File: src/rtl/key_event_arbiter_pkg.sv
// Shared types and constants for the keyboard key-event arbiter.
package key_event_arbiter_pkg;

  localparam int unsigned SC_W = 8;
  localparam logic [SC_W-1:0] SC_LSHIFT = 8'h12;

  typedef enum logic [2:0] {
    IDLE    = 3'd0,
    SHDN    = 3'd1,
    PRESS   = 3'd2,
    HOLD    = 3'd3,
    RELEASE = 3'd4,
    SHUP    = 3'd5,
    GAP     = 3'd6
  } state_e;

  typedef struct packed {
    logic            pressed;
    logic            extended;
    logic [SC_W-1:0] code;
  } key_event_t;

  function automatic key_event_t mk_event(input logic pressed, input logic extended,
                                          input logic [SC_W-1:0] code);
    key_event_t ev;
    ev.pressed  = pressed;
    ev.extended = extended;
    ev.code     = code;
    return ev;
  endfunction

endpackage

File: src/rtl/key_event_timer.sv
// Loadable down-counter; saturates at zero and flags zero combinationally.
module key_event_timer #(
  parameter int unsigned CNT_W = 21
) (
  input  logic             clk,
  input  logic             reset,
  input  logic             load_i,
  input  logic [CNT_W-1:0] load_val_i,
  input  logic             dec_i,
  output logic             zero_c_o
);

  logic [CNT_W-1:0] cnt_q;

  always_ff @(posedge clk) begin
    if (reset) begin
      cnt_q <= '0;
    end else if (load_i) begin
      cnt_q <= load_val_i;
    end else if (dec_i && (cnt_q != '0)) begin
      cnt_q <= cnt_q - CNT_W'(1);
    end
  end

  assign zero_c_o = (cnt_q == '0);

endmodule

File: src/rtl/key_event_arbiter.sv
// Merges live PS/2 key events with sequenced autotype keystrokes into one
// registered key-event stream; live events always win the output slot.
module key_event_arbiter
  import key_event_arbiter_pkg::*;
#(
  parameter int unsigned HOLD_CYCLES = 1000000,
  parameter int unsigned GAP_CYCLES  = 1000000,
  parameter int unsigned CNT_W       = 21
) (
  input  logic            clk,
  input  logic            reset,
  input  logic            ps2_strobe,
  input  logic            ps2_pressed,
  input  logic            ps2_extended,
  input  logic [SC_W-1:0] ps2_code,
  input  logic            at_valid,
  output logic            at_ready,
  input  logic [SC_W-1:0] at_code,
  input  logic            at_extended,
  input  logic            at_shift,
  input  logic            at_abort,
  output logic            key_strobe,
  output logic            key_pressed,
  output logic            key_extended,
  output logic [SC_W-1:0] key_code,
  output logic            at_busy
);

  // A zero-length parameter behaves as one cycle rather than wrapping.
  localparam logic [CNT_W-1:0] HOLD_LOAD = (HOLD_CYCLES == 0) ? '0 : CNT_W'(HOLD_CYCLES - 1);
  localparam logic [CNT_W-1:0] GAP_LOAD  = (GAP_CYCLES == 0)  ? '0 : CNT_W'(GAP_CYCLES - 1);

  state_e          state_q, state_d;
  key_event_t      ev_q, ev_d;
  logic            strobe_q, strobe_d;
  logic            busy_q;
  logic [SC_W-1:0] req_code_q;
  logic            req_ext_q, req_shift_q;
  logic            aborted_q, aborted_d;
  logic            latch_en;
  logic            tmr_load, tmr_dec, tmr_zero;
  logic [CNT_W-1:0] tmr_val;
  logic            emit_ok;

  key_event_timer #(.CNT_W(CNT_W)) u_timer (
    .clk        (clk),
    .reset      (reset),
    .load_i     (tmr_load),
    .load_val_i (tmr_val),
    .dec_i      (tmr_dec),
    .zero_c_o   (tmr_zero)
  );

  assign at_ready = (state_q == IDLE) & ~reset;
  assign emit_ok  = ~ps2_strobe;

  // Next-state and output slot selection.
  always_comb begin
    state_d   = state_q;
    ev_d      = ev_q;
    strobe_d  = 1'b0;
    aborted_d = aborted_q;
    latch_en  = 1'b0;
    tmr_load  = 1'b0;
    tmr_val   = '0;
    tmr_dec   = 1'b0;

    if (ps2_strobe) begin
      strobe_d = 1'b1;
      ev_d     = mk_event(ps2_pressed, ps2_extended, ps2_code);
    end

    unique case (state_q)
      IDLE: begin
        aborted_d = 1'b0;
        if (at_valid && at_ready) begin
          latch_en = 1'b1;
          state_d  = at_shift ? SHDN : PRESS;
        end
      end
      SHDN: begin
        if (at_abort) begin
          state_d = IDLE;
        end else if (emit_ok) begin
          strobe_d = 1'b1;
          ev_d     = mk_event(1'b1, 1'b0, SC_LSHIFT);
          state_d  = PRESS;
        end
      end
      PRESS: begin
        if (at_abort) begin
          aborted_d = 1'b1;
          state_d   = req_shift_q ? SHUP : IDLE;
        end else if (emit_ok) begin
          strobe_d = 1'b1;
          ev_d     = mk_event(1'b1, req_ext_q, req_code_q);
          tmr_load = 1'b1;
          tmr_val  = HOLD_LOAD;
          state_d  = HOLD;
        end
      end
      HOLD: begin
        if (at_abort) begin
          aborted_d = 1'b1;
          state_d   = RELEASE;
        end else if (tmr_zero) begin
          state_d = RELEASE;
        end else begin
          tmr_dec = 1'b1;
        end
      end
      RELEASE: begin
        if (emit_ok) begin
          strobe_d = 1'b1;
          ev_d     = mk_event(1'b0, req_ext_q, req_code_q);
          if (req_shift_q) begin
            state_d = SHUP;
          end else if (aborted_q) begin
            state_d = IDLE;
          end else begin
            tmr_load = 1'b1;
            tmr_val  = GAP_LOAD;
            state_d  = GAP;
          end
        end
      end
      SHUP: begin
        if (emit_ok) begin
          strobe_d = 1'b1;
          ev_d     = mk_event(1'b0, 1'b0, SC_LSHIFT);
          if (aborted_q) begin
            state_d = IDLE;
          end else begin
            tmr_load = 1'b1;
            tmr_val  = GAP_LOAD;
            state_d  = GAP;
          end
        end
      end
      GAP: begin
        if (at_abort || tmr_zero) begin
          state_d = IDLE;
        end else begin
          tmr_dec = 1'b1;
        end
      end
      default: state_d = IDLE;
    endcase
  end

  always_ff @(posedge clk) begin
    if (reset) begin
      state_q     <= IDLE;
      ev_q        <= '0;
      strobe_q    <= 1'b0;
      busy_q      <= 1'b0;
      req_code_q  <= '0;
      req_ext_q   <= 1'b0;
      req_shift_q <= 1'b0;
      aborted_q   <= 1'b0;
    end else begin
      state_q   <= state_d;
      ev_q      <= ev_d;
      strobe_q  <= strobe_d;
      busy_q    <= (state_d != IDLE);
      aborted_q <= aborted_d;
      if (latch_en) begin
        req_code_q  <= at_code;
        req_ext_q   <= at_extended;
        req_shift_q <= at_shift;
      end
    end
  end

  assign key_strobe   = strobe_q;
  assign key_pressed  = ev_q.pressed;
  assign key_extended = ev_q.extended;
  assign key_code     = ev_q.code;
  assign at_busy      = busy_q;

endmodule

File: config.mk
export PLATFORM = sky130hd
export DESIGN_NAME = key_event_arbiter
export DESIGN_NICKNAME = d
export VERILOG_FILES = /design/src/rtl/key_event_arbiter_pkg.sv /design/src/rtl/key_event_timer.sv /design/src/rtl/key_event_arbiter.sv
export SDC_FILE = /design/constraint.sdc
export NUM_CORES = 1
export LEC_CHECK = 0
export ABC_CLOCK_PERIOD_IN_PS = 3440
export BUFFER_PORTS_ARGS = -buffer_cell sky130_fd_sc_hd__buf_2
export CAP_MARGIN = 20
export CORE_MARGIN = 1
export CORE_UTILIZATION = 56
export CTS_CLUSTER_SIZE = 12
export DETAILED_ROUTE_END_ITERATION = 16
export GPL_TIMING_DRIVEN = 0
export PLACE_DENSITY = 0.9
export SLEW_MARGIN = 25
export SYNTH_ARGS = -nofsm -noshare
export SYNTH_HDL_FRONTEND = slang
export SYNTH_SLANG_ARGS = --single-unit
File: constraint.sdc
create_clock -name clk -period 3.44 [get_ports clk]
set_clock_uncertainty 0.1 [all_clocks]
set_input_delay 0.688 -clock clk [delete_from_list [all_inputs] [get_ports clk]]
set_output_delay 0.688 -clock clk [all_outputs]
set_load 0.03 [all_outputs]
-- After elaboration in Yosys (flattened, before gate mapping)
Index checks and enable logic that the tools add are counted.
- memories kept: 0
- latch bits: 0
- flip-flop bits (word level): 47
- bits in writable memories: 0
- bits of input ports: 25
- output and inout port bits: 13
- logic and storage cells: 85
- ROM bits: 0
- bitwise gates (word level): 2
- equality and inequality tests: 7
- reduce and logical (&&, ||, !) cells: 13
- muxes and demuxes: 51
- divide/modulo/power cells: 0
- shift operators: 0
- magnitude comparators: 0
- $add $sub $neg: 1
- $mul: 0
- operator list (cell ; count):
    20-bit two-way mux ; 5
    10-bit two-way mux ; 7
    21-bit two-way mux ; 3
    21-bit one-hot mux with 3 select lines ; 1
    10-bit one-hot mux with 4 select lines ; 1
    3-bit two-way mux ; 13
    21-bit logical NOT ; 1
    3-bit one-hot mux with 7 select lines ; 1
    21-bit nonzero test ; 1
    21-bit by 1-bit subtractor with 21-bit output (second input constant) ; 1
    1-bit two-way mux ; 15
    3-bit equality test (second input constant) ; 3
    3-bit by 2-bit equality test with 1-bit output (second input constant) ; 2
    1-bit one-hot mux with 2 select lines ; 3
    2-bit OR reduction ; 3
    2-bit nonzero test ; 2
    3-bit by 1-bit equality test with 1-bit output (second input constant) ; 1
    3-bit logical NOT ; 1
    1-bit one-hot mux with 3 select lines ; 1
    3-bit nonzero test ; 1
    1-bit logical AND ; 2
    2-bit two-way mux ; 1
    2-bit by 1-bit != test with 1-bit output (second input constant) ; 1
    2-bit AND reduction ; 1
    3 further kinds ; 3

-- Depth between registers and ports, before layout
- word-level depth: 7
- mapped depth: 8
- depth with buffers taken out: 7

-- Hierarchy
Synthesis repeated with hierarchy kept, for this count alone.
- cells, all modules: 337
- area, all modules: 2767.7 um^2
- by module, submodules not included (module ; seq. area each (um^2) ; times used ; cells an instance ; area an instance (um^2)):
    key_event_timer ; 420.4 ; 1 ; 179 ; 1466.4
    key_event_arbiter ; 520.5 ; 1 ; 158 ; 1301.2

-- Worst setup path before layout
OpenSTA, ideal clock, no wires.
- path type: input-to-reg
- start point: input port reset
- end point: register req_shift_q
- slack: 0.879 ns
- cell stages on the path: 5
- arrival: 2.334 ns
- library setup time: 0.128 ns
- path buffers: 1
- data required time: 3.212 ns
- path through: nor4_1 > nand2_1 > clkbuf_1 > a21oi_1 > nor2_1
- longest elaborated chain between the ends: 5
- RTL lines (element ; RTL line ; RTL):
    from (decl) ; key_event_arbiter.sv:11 ; input logic reset,
    1-bit NOT ; key_event_arbiter.sv:54 ; assign at_ready = (state_q == IDLE) & ~reset;
    1-bit bitwise AND ; key_event_arbiter.sv:54 ;
    1-bit logical AND ; key_event_arbiter.sv:76 ; if (at_valid && at_ready) begin
    1-bit two-way mux ; key_event_arbiter.sv:76 ;
    1-bit two-way mux ; key_event_arbiter.sv:73 ; unique case (state_q)
    to (signal assigned) ; key_event_arbiter.sv:170 ; req_shift_q <= at_shift;
    to (decl) ; key_event_arbiter.sv:38 ; logic req_ext_q, req_shift_q;
Several ways; a longest one is shown, not always the timed one.
A chain may end at the register's enable or synchronous reset.

-- Final worst setup path
- start point: register u_timer.cnt_q[0]
- end point: register busy_q, in the netlist at_busy
- longest elaborated chain between the ends: 5
- elaborated cells on any way between the ends: 7
- those cells by class: mux: 4; reduce/logical: 3
- RTL lines (element ; RTL line ; RTL):
    from (decl) ; key_event_timer.sv:13 ; logic [CNT_W-1:0] cnt_q;
    from (signal assigned) ; key_event_timer.sv:19 ; cnt_q <= load_val_i;
    from (signal assigned) ; key_event_timer.sv:21 ; cnt_q <= cnt_q - CNT_W'(1);
    21-bit logical NOT * ; key_event_timer.sv:25 ; assign zero_c_o = (cnt_q == '0);
    3-bit two-way mux / 1-bit logical OR (equally long branches) ; key_event_arbiter.sv:106, key_event_arbiter.sv:141 ;
    3-bit two-way mux, on equally long branches ; key_event_arbiter.sv:103, key_event_arbiter.sv:141 ;
    3-bit one-hot mux with 7 select lines * ; key_event_arbiter.sv:73 ;
    3-bit nonzero test * ; key_event_arbiter.sv:165 ; busy_q <= (state_d != IDLE);
    to (signal assigned) ; key_event_arbiter.sv:165 ;
    to (decl) ; key_event_arbiter.sv:36 ; logic busy_q;
Every way passes the cells marked *; elsewhere a longest branch is shown, timed or not.

==> impl_metrics.tcl <==
set metrics [dict create \
    drv_slew 0 \
    first_global_vias 2021 \
    post_route_cells_drive_above_1_share 0.1471 \
    critPathMaxStageDelay_ns 0.61 \
    holdWs_ns 0.3803 \
    sw_frac_of_total 0.2908 \
    finalWorstSetupSlack_ns 0.6591 \
    irDropWorstVdd_uv 220.8 \
    postPlaceCellArea_um2 2649 \
    drc 0 \
    startpoint_type "flip-flop" \
    post_synth_num_cell_types 53 \
    die-width_um 67.48 \
    fin_crit_sh 0.8084 \
    yosys_register_bits 47 \
    io_buffers 37 \
    synthCells 289 \
    seq_power_share 0.517 \
    holdPathStages 2 \
    netlist.top_cell.by_area "dfxtp_1" \
    final_cell_area_um2 2736 \
    finish.net_count 359 \
    intPower_uw 806.4 \
    required_ns 3.53 \
    vias 2432 \
    gp_routability_congestion 0.9271 \
    postSynth.topFlopCell "dfxtp_1" \
    cts_repair_resize_count 0 \
    drt_pre_antenna_iters 11 \
    clock_latency_ns 0.30 \
    cts_tree "built" \
    clock_sink_count 47 \
    overflow 0 \
    synthTopCellsByCount "dfxtp_1 (47), nand2_1 (27), nor2_1 (26)" \
    cts.reportedPaths.clkPinSlew_ns 0.08 \
    syn-mean-instance-area_um2 8.308 \
    timing.final.crit_period_ns 2.781 \
    synthToLayoutAreaGrowth_pct 13.97 \
    arrival_ns 2.87 \
    critPathCaptureType "flip-flop" \
    yosys-top-cells-area "dfxtp_1 (39%), nand2_1 (4.2%), nor2_1 (4.1%), a21oi_1 (3.8%), nand3b_1 (3.1%)" \
    cts_root_buf "clkbuf_8" \
    dp_cells 376 \
    grt_first_pass_wirelength_um 9183 \
    leakagePower_nw 1.095 \
    slew-limit-headroom 0.3138 \
    critical_path_cell_count 7 \
    power-per-cell-area_nw_per_um2 415.5 \
    finalWirelength_um 6020 \
    synth_area_um2 2401 \
    slew_at_the_pin_closest_to_its_max_slew_limit_ns 1.021 \
    cp_cell_sequence "inv_1, ha_1, or4b_1, nor4_4, a21boi_1, o41a_1, or3_1" \
    grt_setup_unrepaired "false" \
    grt_start_max_net_pins 14 \
    synth_sequential_area_ratio 0.3919 \
    class_of_the_most_critical_setup_path "flip-flop to flip-flop" \
    synth_warnings 0 \
    clk_path_buf_depth 2 \
    antenna_diode_instance_count 0 \
    status "complete, no violations" \
    grt_antenna_before_repair 0 \
    post_drt_wl_per_cell_um 15.72 \
    tritoncts.num_buffers 5 \
    post-place-ws_ns 0.5859 \
    post-synth-top-count-cell "dfxtp_1" \
    finalHoldViolCount 0 \
    max_cap_viol_count 0 \
    drt_first_iter_violations 311 \
    h-tree-depth 2 \
    reg2regPathDepth 7 \
    syn-num-nets 315 \
    critPathMaxFanout 7 \
    post_cts_repair_setup_buffers 0 \
    async_flop_share 0 \
    netSwitchingPower_uw 330.6 \
    antenna_violating_nets_post_route 0 \
    core_region_area_um2 4058 \
    p_clk_frac 0.294 \
    worstPathBufferInverterCount 1 \
    fillCellCount 330 \
    floorplan.rows 23 \
    layoutNonFillerInstCount 383 \
    cpMaxStageDelayCell "or4b_1" \
    setup_viol 0 \
    initial_utilization 0.5917 \
    globalRouteTotalUtil 0.2689 \
    comb_pwr_share 0.189 \
    cpLargestDelayFamily "simple AND/OR/NAND/NOR gates" \
    timing.setup.tns_ns 0 \
    vias_per_inst 6.350 \
    hold_path_class "flip-flop to flip-flop" \
    synth_edf_count 0 \
    yosys.area.top_type_share 0.3919 \
    die_area_um2 4554 \
    cts_hold_repair.buffers 0 \
    timing.fmax_ghz 0.3596 \
    die_height_um 67.48 \
    io-pin-count 38 \
    dp.final_hpwl_um 4243 \
]
[sequential cells by signal, summed over array words and instances, names as in the netlist]
signal         flops
u_timer.cnt_q     21
key_code           8
req_code_q         8
state_q            3
aborted_q          1
at_busy            1
key_extended       1
key_pressed        1
key_strobe         1
req_ext_q          1
req_shift_q        1
[cell families after synthesis]
group	after synthesis	share of synthesized area
adders and majority gates	1	0.005210
AOI/OAI and AO/OA	75	0.2178
xor gates and xnor gates	9	0.03283
DFF	47	0.3919
and+or+nand+nor	128	0.3064
buffers and inverters	29	0.04585
[layer usage]
metal / track usage / routed length, µm
met5: 0 / 0
met4: 0.09043 / 72
met3: 0.06081 / 423
met2: 0.4431 / 2968
met1: 0.3427 / 2556
[power groups by stage]
stage | clock network, mW | logic (mW) | registers (mW)
floorplan | 0 | 0.127 | 0.619
global placement | 0 | 0.202 | 0.599
detailed placement | 0 | 0.210 | 0.600
CTS | 0.338 | 0.211 | 0.588
global route | 0.359 | 0.232 | 0.593
finish | 0.334 | 0.215 | 0.588
[tightest hold or removal path, stage by stage, from the launching register on]
cell     delay (ns)
dfxtp_1        0.32
o31ai_1        0.06
a21oi_1        0.06
[cell type report]
type	count	area [µm²]	share of cell area
multi-input combinational	213	1350	0.4934
tap	50	62.56	0.02286
buffer	20	76.32	0.02789
clock inverter	1	5.005	0.001829
sequential	47	940.9	0.3439
clock buffer	6	82.58	0.03018
timing repair buffer	37	185.2	0.06767
inverter	9	33.78	0.01235
[final timing paths]
check                     endpoint              from  slack, ns
setup / recovery           at_busy  u_timer.cnt_q[0]       0.66
hold / removal    u_timer.cnt_q[8]  u_timer.cnt_q[8]       0.38
setup reg to reg           at_busy  u_timer.cnt_q[0]       0.66
hold reg to reg   u_timer.cnt_q[8]  u_timer.cnt_q[8]       0.38
[metrics by stage]
stage,power [mW],util
after floorplan,0.7457,-
after global placement,0.8006,0.6528
after detailed placement,0.8098,0.6528
after CTS,1.137,0.6744
after global routing,1.183,0.6744
final,1.137,0.6744
[cell usage in the layout, fill, tap and decap left out, types with 10 or more instances in the layout]
cell	Yosys	routed
nor2_1	26	26
buf_2	1	38
dfxtp_1	47	47
nand2_1	27	27
clkbuf_1	19	19
nand3b_1	10	10
a21oi_1	18	18
(Power assumes the default switching activity.)
